## src/rtl/privilege_mode_controller.sv

```systemverilog
// rtl/privilege_mode_controller.sv - machine/user privilege FSM with trap, redirect and flush sequencing
module privilege_mode_controller #(
    parameter int          CORE         = 0,
    parameter int          ADDRESS_BITS = 32,
    parameter logic [31:0] TRAP_VECTOR  = 32'h0000_0100,
    parameter int          FLUSH_CYCLES = 2
) (
    input  logic                    clock,
    input  logic                    reset,
    input  logic                    inst_valid,
    input  logic [6:0]              opcode,
    input  logic [2:0]              funct3,
    input  logic [11:0]             funct12,
    input  logic [ADDRESS_BITS-1:0] pc,
    output logic                    user_mode,
    output logic                    redirect_valid,
    output logic [ADDRESS_BITS-1:0] redirect_pc,
    output logic                    flush,
    output logic [ADDRESS_BITS-1:0] epc,
    output logic [3:0]              cause,
    output logic [15:0]             trap_count,
    input  logic                    report
);

    localparam logic [1:0] ST_MACHINE = 2'd0;
    localparam logic [1:0] ST_USER    = 2'd1;
    localparam logic [1:0] ST_FLUSH   = 2'd2;

    localparam logic [6:0] OP_USERMODE = 7'b0001011;
    localparam logic [6:0] OP_SYSTEM   = 7'b1110011;

    localparam logic [ADDRESS_BITS-1:0] TRAP_PC    = ADDRESS_BITS'(TRAP_VECTOR);
    localparam logic [3:0]              FLUSH_LOAD = 4'(FLUSH_CYCLES);

    logic [1:0]              state;
    logic [3:0]              flush_left;
    logic                    legal;
    logic                    accepted;
    logic                    in_user;
    logic                    take_trap;
    logic                    enter_user;
    logic [3:0]              trap_cause;
    logic [ADDRESS_BITS-1:0] user_target;

    // report only drives simulation tracing in the core model; no hardware depends on it
    logic unused_ok;
    assign unused_ok = report | (CORE < 0);

    always_comb begin
        legal = 1'b0;
        case (opcode)
            7'b0110011, 7'b0010011, 7'b0100011, 7'b0000011,
            7'b1100011, 7'b1100111, 7'b1101111, 7'b0010111,
            7'b0110111, 7'b0001111, 7'b1110011, 7'b0001011: legal = 1'b1;
            default: legal = 1'b0;
        endcase
    end

    always_comb begin
        accepted    = inst_valid && (state != ST_FLUSH);
        in_user     = (state == ST_USER);
        take_trap   = 1'b0;
        enter_user  = 1'b0;
        trap_cause  = 4'd0;
        user_target = pc + ADDRESS_BITS'(4);
        if (accepted) begin
            if (!legal) begin
                take_trap  = 1'b1;
                trap_cause = 4'd2;
            end else if (opcode == OP_USERMODE) begin
                if (in_user) begin
                    take_trap  = 1'b1;
                    trap_cause = 4'd2;
                end else begin
                    enter_user = 1'b1;
                end
            end else if (opcode == OP_SYSTEM && funct3 == 3'd0 && funct12 == 12'h000) begin
                take_trap  = 1'b1;
                trap_cause = in_user ? 4'd8 : 4'd11;
            end else if (opcode == OP_SYSTEM && funct3 == 3'd0 && funct12 == 12'h302) begin
                if (in_user) begin
                    take_trap  = 1'b1;
                    trap_cause = 4'd2;
                end else begin
                    enter_user  = 1'b1;
                    user_target = epc;
                end
            end else if (opcode == OP_SYSTEM && funct3 != 3'd0 && in_user) begin
                take_trap  = 1'b1;
                trap_cause = 4'd2;
            end
        end
    end

    // user_mode doubles as the return privilege held through FLUSH
    always_ff @(posedge clock or posedge reset) begin
        if (reset) begin
            state          <= ST_MACHINE;
            flush_left     <= 4'd0;
            user_mode      <= 1'b0;
            redirect_valid <= 1'b0;
            redirect_pc    <= '0;
            flush          <= 1'b0;
            epc            <= '0;
            cause          <= 4'd0;
            trap_count     <= 16'd0;
        end else begin
            redirect_valid <= 1'b0;
            if (take_trap) begin
                epc            <= pc;
                cause          <= trap_cause;
                redirect_pc    <= TRAP_PC;
                user_mode      <= 1'b0;
                redirect_valid <= 1'b1;
                flush          <= 1'b1;
                state          <= ST_FLUSH;
                flush_left     <= FLUSH_LOAD;
                if (trap_count != 16'hFFFF) begin
                    trap_count <= trap_count + 16'd1;
                end
            end else if (enter_user) begin
                user_mode      <= 1'b1;
                redirect_pc    <= user_target;
                redirect_valid <= 1'b1;
                flush          <= 1'b1;
                state          <= ST_FLUSH;
                flush_left     <= FLUSH_LOAD;
            end else if (state == ST_FLUSH) begin
                if (flush_left <= 4'd1) begin
                    flush      <= 1'b0;
                    flush_left <= 4'd0;
                    state      <= user_mode ? ST_USER : ST_MACHINE;
                end else begin
                    flush_left <= flush_left - 4'd1;
                end
            end
        end
    end

endmodule
```

## config.mk

```make
export PLATFORM = sky130hd
export DESIGN_NAME = privilege_mode_controller
export DESIGN_NICKNAME = d
export VERILOG_FILES = /design/src/rtl/privilege_mode_controller.sv
export SDC_FILE = /design/constraint.sdc
export NUM_CORES = 1
export LEC_CHECK = 0
export BUFFER_PORTS_ARGS = -buffer_cell sky130_fd_sc_hd__buf_2
export CORE_UTILIZATION = 52
export DETAILED_ROUTE_END_ITERATION = 12
export PLACE_DENSITY = 0.81
export SYNTH_ARGS = -nofsm -noshare
export SYNTH_HDL_FRONTEND = slang
export SYNTH_SLANG_ARGS = --single-unit
```

## constraint.sdc

```tcl
create_clock -name clock -period 3.3 [get_ports clock]
set_input_delay 0.33 -clock clock [delete_from_list [all_inputs] [get_ports clock]]
set_output_delay 0.33 -clock clock [all_outputs]
set_load 0.03 [all_outputs]
```

Yosys cells after proc, flatten, opt, wreduce, memory -nomap -nowiden
Cells that the tools add are included.
{"block": "word_totals", "reg_bits": 93, "inputBits": 58, "output_inout_bits": 87, "word_cells": 92}
{"block": "classes", "addsub": 3, "n_lt_le_gt_ge": 1, "n_eq_ne": 17, "n_mux": 47, "n_reduce_logical": 15}
{"cell": "two-way mux 32 bit", "count": 8}
{"cell": "two-way mux 4 bit", "count": 9}
{"cell": "adder 32 x 3 -> 32 bit, second input constant", "count": 1}
{"cell": "== test 7 bit, second input constant", "count": 4}
{"cell": "two-way mux 1 bit", "count": 23}
{"cell": "== test 7 x 6 -> 1 bit, second input constant", "count": 3}
{"cell": "adder 16 x 1 -> 16 bit, second input constant", "count": 1}
{"cell": "!= test 16 bit, second input constant", "count": 1}
{"cell": "== test 7 x 4 -> 1 bit, second input constant", "count": 2}
{"cell": "== test 7 x 5 -> 1 bit, second input constant", "count": 2}
{"cell": "two-way mux 2 bit", "count": 7}
{"cell": "== test 12 x 10 -> 1 bit, second input constant", "count": 1}
{"cell": "zero test 12 bit", "count": 1}
{"cell": "OR reduction 12 bit", "count": 1}
{"cell": "nonzero test 3 bit", "count": 3}
{"cell": "== test 7 x 2 -> 1 bit, second input constant", "count": 1}
{"cell": "logical AND 1 bit", "count": 6}
{"cell": "<= comparator 4 x 1 -> 1 bit, second input constant", "count": 1}
{"cell": "AND reduction 2 bit", "count": 2}
{"cell": "subtractor 4 x 1 -> 4 bit, second input constant", "count": 1}
{"cell": "zero test 3 bit", "count": 1}
{"cell": "== test 2 x 1 -> 1 bit, second input constant", "count": 1}
{"cell": "== test 2 bit, second input constant", "count": 1}
{"cell": "!= test 2 bit, second input constant", "count": 1}
{"cell": "nonzero test 2 bit", "count": 1}

Depth between registers and ports, before layout
Gate-level depths: netlist of the first run.
{"block": "logic_depth", "ltp_word": 11, "depth_mapped": 10, "depth_no_buf": 7}

Worst setup path after synthesis of the first run
OpenSTA, ideal clock, no wires.
{"block": "synth_path", "path_type": "input port to flip-flop", "start": "input port funct12[5]", "end": "register redirect_pc[12]", "setup_ns": 0.132, "t_arrival_ns": 2.078, "required_ns": 3.168, "path_slack_ns": 1.090, "stages": 7, "n_path_buf": 1, "cell_sequence": "nor4_1 > nand3_1 > or4_4 > nor2_4 > buf_6 > mux2i_1 > o21ai_1"}
{"block": "synth_via", "elab_chain_len": 9, "word_cells_on_any_way": 22, "cone_classes": "eq/ne (1); mux (17); reduce/logical (4)"}
{"element": "start, declared", "line": "13", "rtl": "input logic [11:0] funct12,"}
{"element": "== test 12 x 10 -> 1 bit", "line": "80", "rtl": "end else if (opcode == OP_SYSTEM && funct3 == 3'd0 && funct12 == 12'h302) begin"}
{"element": "logical AND 1 bit", "line": "80"}
{"element": "two-way mux 32 bit", "line": "80"}
{"element": "two-way mux 32 bit", "line": "77", "rtl": "end else if (opcode == OP_SYSTEM && funct3 == 3'd0 && funct12 == 12'h000) begin"}
{"element": "two-way mux 32 bit", "line": "70", "rtl": "end else if (opcode == OP_USERMODE) begin"}
{"element": "two-way mux 32 bit", "line": "67", "rtl": "if (!legal) begin"}
{"element": "two-way mux 32 bit", "line": "66", "rtl": "if (accepted) begin"}
{"element": "two-way mux 32 bit", "line": "121", "rtl": "end else if (enter_user) begin"}
{"element": "two-way mux 32 bit", "line": "109", "rtl": "if (take_trap) begin"}
{"element": "end signal, assigned", "line": "123", "rtl": "redirect_pc <= user_target;"}
{"element": "end, declared", "line": "17", "rtl": "output logic [ADDRESS_BITS-1:0] redirect_pc,"}
Several ways; a longest one is shown, not always the timed one. The select of a mux whose other input is x is not followed.
A chain may end at the register's enable or synchronous reset.

Final worst setup path of the first run
{"block": "layout_path", "start": "input port opcode[5]", "end": "register epc[31]"}
{"block": "layout_via", "elab_chain_len": 9, "word_cells_on_any_way": 25, "cone_classes": "eq/ne (12); mux (7); reduce/logical (6)"}
{"element": "start, declared", "line": "11", "rtl": "input logic [6:0] opcode,"}
{"element": "== test 7 bit"}
{"element": "logical AND 1 bit (2 in a row)", "line": "88", "rtl": "end else if (opcode == OP_SYSTEM && funct3 != 3'd0 && in_user) begin"}
{"element": "two-way mux 1 bit", "line": "88"}
{"element": "two-way mux 1 bit", "line": "80"}
{"element": "two-way mux 1 bit", "line": "77"}
{"element": "two-way mux 1 bit", "line": "70"}
{"element": "two-way mux 1 bit *", "line": "67"}
{"element": "two-way mux 1 bit *", "line": "66"}
{"element": "end signal, assigned", "line": "110", "rtl": "epc <= pc;"}
{"element": "end, declared", "line": "19", "rtl": "output logic [ADDRESS_BITS-1:0] epc,"}
Every way passes the cells marked *; elsewhere a longest branch is shown, timed or not.

==> results.yml, run 1 <==
clock_network:
  cts_sinks: 91
  cts-root-buf: "clkbuf_8"
  clkTransAtPathRegs_ns: 0.09
  cts_setup_buffers: 0
  clk_latency_ns: 0.36
  cts_resized: 0
  cts_tree: "done"
  cts_made_buffers: 9
  cts_hold_buf: 0
  htree_levels: 3
  clockBufferDepth: 2
timing:
  grt_setup_unrepaired: "no"
  slew_viol_final: 0
  setup_violations: 0
  tightestPinTransition_ns: 1.101
  setup_tns_ns: 0
  fin_crit_sh_pct: 76.39
  max_freq_mhz: 396.7
  post-route-min-period_ns: 2.521
  maxSlewHeadroom_pct: 26.11
  skew_ns: 0.007367
  worst_slack_ns: 0.7791
  hold_violations: 0
yosys:
  synth_commonest_cells: "dfrtp_1, nand3_1, mux2_1, nand2_1, xnor2_1"
  yosys.cell_count.top_type: "dfrtp_1"
  syn_area_sq_um: 4761
  syn_area_per_cell_sq_um: 10.65
  synth-edff-count: 0
  netlist_instances: 447
  ys_types: 59
  synth-warning-count: 0
  yosysSeqAreaShare_pct: 47.83
  yosys.area.top_type: "dfrtp_1"
  ys.flop_type: "dfrtp_1"
  synth_area_leaders: "dfrtp_1, mux2_1, nand3_1"
  ys_seq_elements: 91
  async_reset_ff_share_pct: 100.0
  synth_fp_nets: 509
  synth_top_area_share_pct: 47.83
critical_path:
  reg2reg_depth: 7
  path_depth: 7
  setup.worst_path.end: "epc[31]"
  worst-path-buf-inv: 2
  worstPathRequired_ns: 3.54
  r2r_slack_ns: 0.78
  path_max_fanout: 28
  worstSetupStartpoint: "opcode[5]"
  arrival_ns: 2.76
  r2r-start: "flush"
  worstSetupStartpointType: "input port"
  critPathTopFamily: "compound AO/OA/AOI/OAI gates"
  path_cells: "buf_2, or3b_1, a21oi_1, o221ai_1, o31ai_4, buf_4, mux2_1"
  crit_slowest_cell: "o31ai_4"
  reg2reg_to: "redirect_pc[25]"
  endpoint_kind: "register"
  slowest_delay_ns: 0.71
  critical_path_class: "input port to register"
detailed_routing:
  final_antenna_net_count: 0
  viasPerCell: 5.687
  wl_per_cell_microns: 16.57
  drt-total-wl_microns: 11680
  first_pass_iters: 9
  drc: 16
  vias: 4009
  first_iter_violations: 186
pwr:
  p_sw_uw: 1576
  swShare_pct: 39.03
  fin_total_pwr_uw: 4037
  p_per_area_nw_per_um2: 687.6
  p_clk_share_pct: 24.3
  seq_power_share_pct: 40.1
  p_leak_uw: 0.002768
  ir_drop_uv: 378.3
  comb_power_share_pct: 35.6
  internal-power_uw: 2461
placed_design:
  portBuffers: 142
  place_congestion: 0.8807
  place_ws_ns: 0.3965
  dp_hpwl_microns: 8711
floorplanning:
  coreArea_sq_um: 8806
  die_area_sq_um: 9542
  ios: 145
  die_h_microns: 97.69
  die_x_microns: 97.69
  rows: 34
  start_util_pct: 54.06
cells_and_area:
  drive_gt1_share_pct: 31.66
  antenna_cells: 0
  fin_nets: 655
  area_growth_pct: 23.31
grt:
  grt_max_degree: 48
  track_usage_pct: 25.47
  grt-ovfl-total: 0
  first_global_vias: 3967
  grt_pass1_wl_microns: 19020
  antenna_found_initial: 0
run:
  cap_violations: 0
run_status:
  violations: "design-rule violations"
  status: "finished, violations left"
min_path:
  hold_path.class: "input port to asynchronous set/reset pin"
==> logic make-up after synthesis <==
kind of cell	Yosys count	share of synthesized area, %
buffers and inverters	29	3.311
DFF	91	47.83
muxes	50	11.46
other	1	0.07877
AOI/OAI and AO/OA	60	8.489
and+or+nand+nor	171	20.24
adders and majority gates	4	1.051
xor gates and xnor gates	41	7.543
==> routing by layer <==
layer	share of wire [%]	up-vias	track usage, %	wire length (microns)
met4	1.7	0	9.790	204
met3	7.3	17	5.827	856
met1	42	1936	31.45	4851
met2	49	153	43.37	5771
met5	0	-	0	0
li1	-	1903	-	-
==> sequential cells by signal, indices dropped and copies added, names as in the netlist <==
name and count:
state 1, epc 32, flush 1, flush_left 4, cause 3, user_mode 1, redirect_valid 1, trap_count 16
redirect_pc 32
==> how the worst min path moves through the flow <==
| stage | end | startpoint | slack, ns |
|---|---|---|---|
| floorplan | epc[0] | pc[0] | 0.46 |
| global placement | redirect_pc[11] | reset | 0.43 |
| detailed placement | redirect_pc[11] | reset | 0.43 |
| CTS | redirect_pc[15] | reset | 0.04 |
| global route | redirect_pc[10] | reset | 0.07 |
| finish | redirect_pc[11] | reset | 0.02 |
==> area by class of cell <==
type                    count  area (sq um)
multi-input cells         327          2342
inverters                  10         40.04
clock buffers              10         137.6
well taps                 108         135.1
repair buffers            154         813.3
fillers                   739          2935
flip-flops and latches     91          2277
clock inverters             5         125.1
==> metrics by stage <==
stage                     instances  area [sq um]  utilization (%)  hold slack [ns]
after floorplan                 447          4761                -           0.4617
after global placement          690          5608            63.68           0.4255
after detailed placement        690          5608            63.68           0.4320
after CTS                       705          5871            66.67          0.03895
after global routing            705          5871            66.67          0.07043
final                           705          5871            66.67          0.02378
==> power groups by stage <==
stage,logic (uW),clock network [uW],registers (uW)
after CTS,1450,993,1610
final,1440,981,1620
after global placement,1410,0,1610
after global routing,1540,1030,1650
after floorplan,528,0,2080
after detailed placement,1450,0,1630
==> cells in the final DEF (no fill, tap or decap), types with 6 or more instances in the layout <==
cell,count
inv_1,9
buf_2,142
nor2_1,20
nand3_1,50
xnor2_1,23
dfrtp_1,91
buf_4,11
a22oi_1,7
a21oi_1,6
mux2i_1,17
clkbuf_8,10
o21ai_1,21
nor3_1,11
nor4_1,9
mux2_1,32
xor2_1,18
and3_1,7
nand2_1,30
nor3_2,6
Power figures use the tool's default switching activity.
==> run 2: changes to the inputs <==
Settings changed: ABC_AREA set to 1, CORE_UTILIZATION 52 to 48, PLACE_DENSITY 0.81 to 0.77.
Clock period 3.3 ns to 2.3 ns, I/O delays scaled along.
==> run 2 against run 1 <==
Net effect:
- clock-buffer cell count increased by 2
- worst hold slack improved by 0.083 ns
- critical path type is now register to register
- the flow now finishes without violations
- highest routed layer unchanged
- largest power group unchanged
- routed wire length increased by 24%
- critical endpoint is now redirect_pc[8]
==> results.yml, run 2 <==
yosys:
  synth-warning-count: 0
  syn_area_per_cell_sq_um: 7.282
  ys_types: 36
  synth_commonest_cells: "nand2_1, dfrtp_1, inv_1, nor2_1, nand3_1"
  yosys.cell_count.top_type: "nand2_1"
  async_reset_ff_share_pct: 100.0
  synth-edff-count: 0
  synth_top_area_share_pct: 41.97
  ys.flop_type: "dfrtp_1"
  synth_fp_nets: 807
  synth_area_leaders: "dfrtp_1, nand2_1, inv_1"
  ys_seq_elements: 91
  syn_area_sq_um: 5425
  netlist_instances: 745
  yosysSeqAreaShare_pct: 41.97
  yosys.area.top_type: "dfrtp_1"
timing:
  fin_crit_sh_pct: 89.48
  hold_violations: 0
  setup_violations: 0
  grt_setup_unrepaired: "no"
  hold_slack_ns: 0.1064
  setup_tns_ns: 0
  post-route-min-period_ns: 2.058
  skew_ns: 0.008874
  maxSlewHeadroom_pct: 66.41
  max_freq_mhz: 485.9
  slew_viol_final: 0
  tightestPinTransition_ns: 0.5027
floorplanning:
  start_util_pct: 49.61
  rows: 38
  ios: 145
  die_x_microns: 108.3
  die_h_microns: 108.3
  die_area_sq_um: 11730
  coreArea_sq_um: 10940
cells_and_area:
  top_regs: "epc x32, redirect_pc x32, trap_count x16"
  final_cell_mix: "nand2_1, buf_2, dfrtp_1"
  area_growth_pct: 21.10
  final_cell_area_sq_um: 6570
  final_common_cell: "nand2_1"
  fin_nets: 949
  drive_gt1_share_pct: 21.86
critical_path:
  path_max_fanout: 35
  worstSetupStartpoint: "state[0]"
  arrival_ns: 2.29
  worstSetupStartpointType: "register"
  critical_path_class: "register to register"
  r2r-start: "state[0]"
  worstPathRequired_ns: 2.54
  endpoint_kind: "register"
detailed_routing:
  drt-total-wl_microns: 14480
  final_antenna_net_count: 0
  first_pass_iters: 4
  vias: 5191
  drc: 0
  wl_per_cell_microns: 14.01
  viasPerCell: 5.020
  first_iter_violations: 316
grt:
  grt_pass1_wl_microns: 23490
  antenna_found_initial: 0
  first_global_vias: 4777
  track_usage_pct: 25.78
  grt-ovfl-total: 0
  grt_max_degree: 45
clock_network:
  cts_sinks: 91
  cts_hold_buf: 1
  clk_latency_ns: 0.34
  clockBufferDepth: 2
  htree_levels: 3
  cts-root-buf: "clkbuf_16"
  clkTransAtPathRegs_ns: 0.07
  cts_tree: "done"
  cts_resized: 0
  cts_made_buffers: 9
  cts_setup_buffers: 0
placed_design:
  place_congestion: 0.9492
  placed_area_sq_um: 6260
  portBuffers: 142
  dp_hpwl_microns: 10820
pwr:
  p_leak_uw: 0.003513
  p_per_area_nw_per_um2: 904.8
  ir_drop_uv: 534.3
min_path:
  hold_path_startpoint: "pc[1]"
  hold_path.class: "input port to register"
run:
  cap_violations: 0
run_status:
  status: "completed"
run 2: metal layers:
metal  up-vias  wire (microns)  track usage, %
met4         0             316           8.977
met5         -               0               0
met3        29             909           5.365
li1       2627               -               -
met1      2372            6644           34.93
met2       163            6613           40.95
run 2: logic make-up (layout without fill, tap and decap cells):
group,after synthesis,after routing,synth area share (%)
xor gates and xnor gates,43,43,6.942
DFF,91,91,41.97
AOI/OAI and AO/OA,65,65,6.550
buffers and inverters,101,248,8.602
and+or+nand+nor,440,440,34.94
other,1,3,0.06912
adders and majority gates,4,4,0.9225
run 2: power by group:
group          internal, uW  switching (uW)  total (uW)
registers              1960             302        2260
logic                   623            1570        2190
clock network           874             624        1500
run 2: path summary, 6_finish.rpt:
kind	end	slack, ns	depth (start not counted)
worst max-delay path	redirect_pc[8]	0.24	10
worst min-delay path	epc[1]	0.11	3
worst max register to register	redirect_pc[8]	0.24	10
worst min register to register	redirect_pc[29]	0.47	2
max in group asynchronous	trap_count[12]	1.12	4
min in group asynchronous	redirect_pc[6]	0.45	3
run 2: through the flow:
stage | instances | setup slack [ns] | power, uW | utilization, %
3_5_place_dp | 1015 | 0.2711 | 4460 | 57.24
5_1_grt | 1032 | 0.01408 | 6282 | 60.03
2_1_floorplan | 745 | 0.3868 | 3774 | -
4_1_cts | 1032 | 0.2413 | 5967 | 60.03
6_report | 1034 | 0.2420 | 5944 | 60.08
3_3_place_gp | 1015 | 0.3140 | 4407 | 57.24
run 2: final cells by class:
type	instances	area, sq um
Antenna cell	2	5.005
Tap cell	140	175.2
Sequential cell	91	2277
Multi-Input combinational cell	553	2681
Inverter	80	310.3
Timing Repair Buffer	152	825.8
Fill cell	1032	4365
Clock buffer	12	246.5
Clock inverter	4	48.80
run 2: critical path, cell delays in order, from the launching register on:
cell and delay [ns]:
dfrtp_1 0.42, nor2_1 0.27, inv_1 0.14, nand2_1 0.14, inv_1 0.13, nand2_4 0.23, nand2_4 0.11, inv_4 0.29
nand2_1 0.10, nand2_1 0.08, inv_1 0.03
==> run 3: changes to the inputs <==
Settings changed: CORE_UTILIZATION 48 to 25, PLACE_DENSITY 0.77 to 0.45.
==> run 3 against run 2 <==
Net effect:
- power grew 7.0%
- maximum frequency increased by 0.19%
- worst hold slack got worse by 0.096 ns
- clock-buffer cell count unchanged
- die area up 90%
- utilization down 28 points
- cell count is 13% higher
- first-iteration DRC count shrank 26%
- critical path depth fell by 2
- critical path type unchanged
- largest cell class unchanged
- largest power group unchanged
- highest routed layer unchanged
==> results.yml, run 3 (synthesis results as in run 2) <==
clock_network:
  htree_levels: 3
  clkTransAtPathRegs_ns: 0.07
  cts_hold_buf: 0
  cts-root-buf: "clkbuf_16"
  cts_tree: "done"
  cts_made_buffers: 9
  cts_sinks: 91
  clk_latency_ns: 0.35
  cts_setup_buffers: 0
  clockBufferDepth: 2
  cts_resized: 0
critical_path:
  path_max_fanout: 12
  worstPathRequired_ns: 2.54
  endpoint_kind: "register"
  path_common_cell: "inv_1"
  critical_path_class: "register to register"
  arrival_ns: 2.30
  path_cells: "nor2_1, inv_1, nand2_1, inv_1, nand4_2, clkinv_1, o21ai_0, o21ai_2"
  slowest_delay_ns: 0.41
  worstSetupStartpointType: "register"
  crit_slowest_cell: "dfrtp_1"
cells_and_area:
  drive_gt1_share_pct: 22.43
  final_common_cell: "nand2_1"
  area_growth_pct: 26.41
  final_core_util_pct: 32.42
  fin_nets: 953
  final_cell_area_sq_um: 6858
  top_regs: "epc x32, redirect_pc x32, trap_count x16"
  final_cell_mix: "nand2_1, buf_2, dfrtp_1"
placed_design:
  place_congestion: 0.8907
  dp_hpwl_microns: 13240
  place_ws_ns: 0.2263
  placed_area_sq_um: 6479
  portBuffers: 142
timing:
  slew_viol_final: 0
  post-route-min-period_ns: 2.054
  grt_setup_unrepaired: "no"
  fin_crit_sh_pct: 89.31
  tightestPinTransition_ns: 0.5181
  max_freq_mhz: 486.8
  setup_tns_ns: 0
  setup_violations: 0
  skew_ns: 0.007668
  maxSlewHeadroom_pct: 65.46
  hold_violations: 0
  worst_slack_ns: 0.2458
pwr:
  seq_power_share_pct: 35.6
  comb_power_share_pct: 34.8
  p_sw_uw: 2538
  ir_drop_uv: 351.5
  internal-power_uw: 3824
  swShare_pct: 39.89
  p_clk_share_pct: 29.7
  p_leak_uw: 0.003578
  p_per_area_nw_per_um2: 927.7
grt:
  antenna_found_initial: 1
  track_usage_pct: 16.15
  grt_max_degree: 92
  grt-ovfl-total: 0
  grt_pass1_wl_microns: 27360
  first_global_vias: 4980
floorplanning:
  die_h_microns: 149.3
  ios: 145
  die_area_sq_um: 22290
  die_x_microns: 149.3
  start_util_pct: 25.65
  rows: 53
  coreArea_sq_um: 21150
detailed_routing:
  viasPerCell: 4.352
  drc: 0
  first_iter_violations: 234
  vias: 5101
  first_pass_iters: 4
  wl_per_cell_microns: 14.64
  final_antenna_net_count: 0
  drt-total-wl_microns: 17160
min_path:
  hold_path.class: "input port to asynchronous set/reset pin"
run_status:
  status: "completed"
run:
  cap_violations: 0
[run 3: through the flow]
| step | total power [uW] | hold WS (ns) | instances |
|---|---|---|---|
| after global placement | 4527 | 0.4229 | 1155 |
| final | 6362 | 0.01000 | 1172 |
| after CTS | 6453 | 0.04093 | 1171 |
| after floorplan | 3774 | 0.3396 | 745 |
| after detailed placement | 4538 | 0.4246 | 1155 |
| after global routing | 6795 | 0.05975 | 1171 |
[run 3: critical path: cells and delay by family, from the launching register on]
| family | cells | cell delay [ns] |
|---|---|---|
| buf+inv | 3 | 0.65 |
| simple gates | 3 | 0.58 |
| compound gates | 2 | 0.29 |
| flops | 1 | 0.41 |
[run 3: final timing paths]
| path | start | depth (start not counted) | slack, ns | end |
|---|---|---|---|---|
| setup / recovery | state[0] | 8 | 0.25 | redirect_pc[5] |
| hold / removal | reset | 3 | 0.01 | redirect_pc[29] |
| setup reg to reg | state[0] | 8 | 0.25 | redirect_pc[5] |
| hold reg to reg | redirect_pc[29] | 2 | 0.47 | redirect_pc[29] |
| max in group asynchronous | reset | 3 | 1.89 | trap_count[7] |
| min in group clock | pc[0] | 3 | 0.09 | epc[0] |
[run 3: layer usage]
layer	track usage, %	share of wire, %
met1	21.71	48
met2	25.37	45
met3	3.976	5.3
met4	4.949	1.5
met5	0	0
[run 3: power groups by stage]
stage	clock network, uW	logic, uW	registers (uW)
floorplan	0	884	2890
global placement	0	2230	2290
detailed placement	0	2250	2290
CTS	1940	2250	2270
global route	2000	2470	2330
finish	1890	2210	2260
[run 3: layout make-up]
class | instances | area, sq um
multi-input cells | 553 | 2681
fillers | 2320 | 14300
clock inverters | 4 | 120.1
flip-flops and latches | 91 | 2277
repair buffers | 156 | 865.8
inverters | 80 | 310.3
diodes | 1 | 2.502
well taps | 275 | 344.1
clock buffers | 12 | 256.5
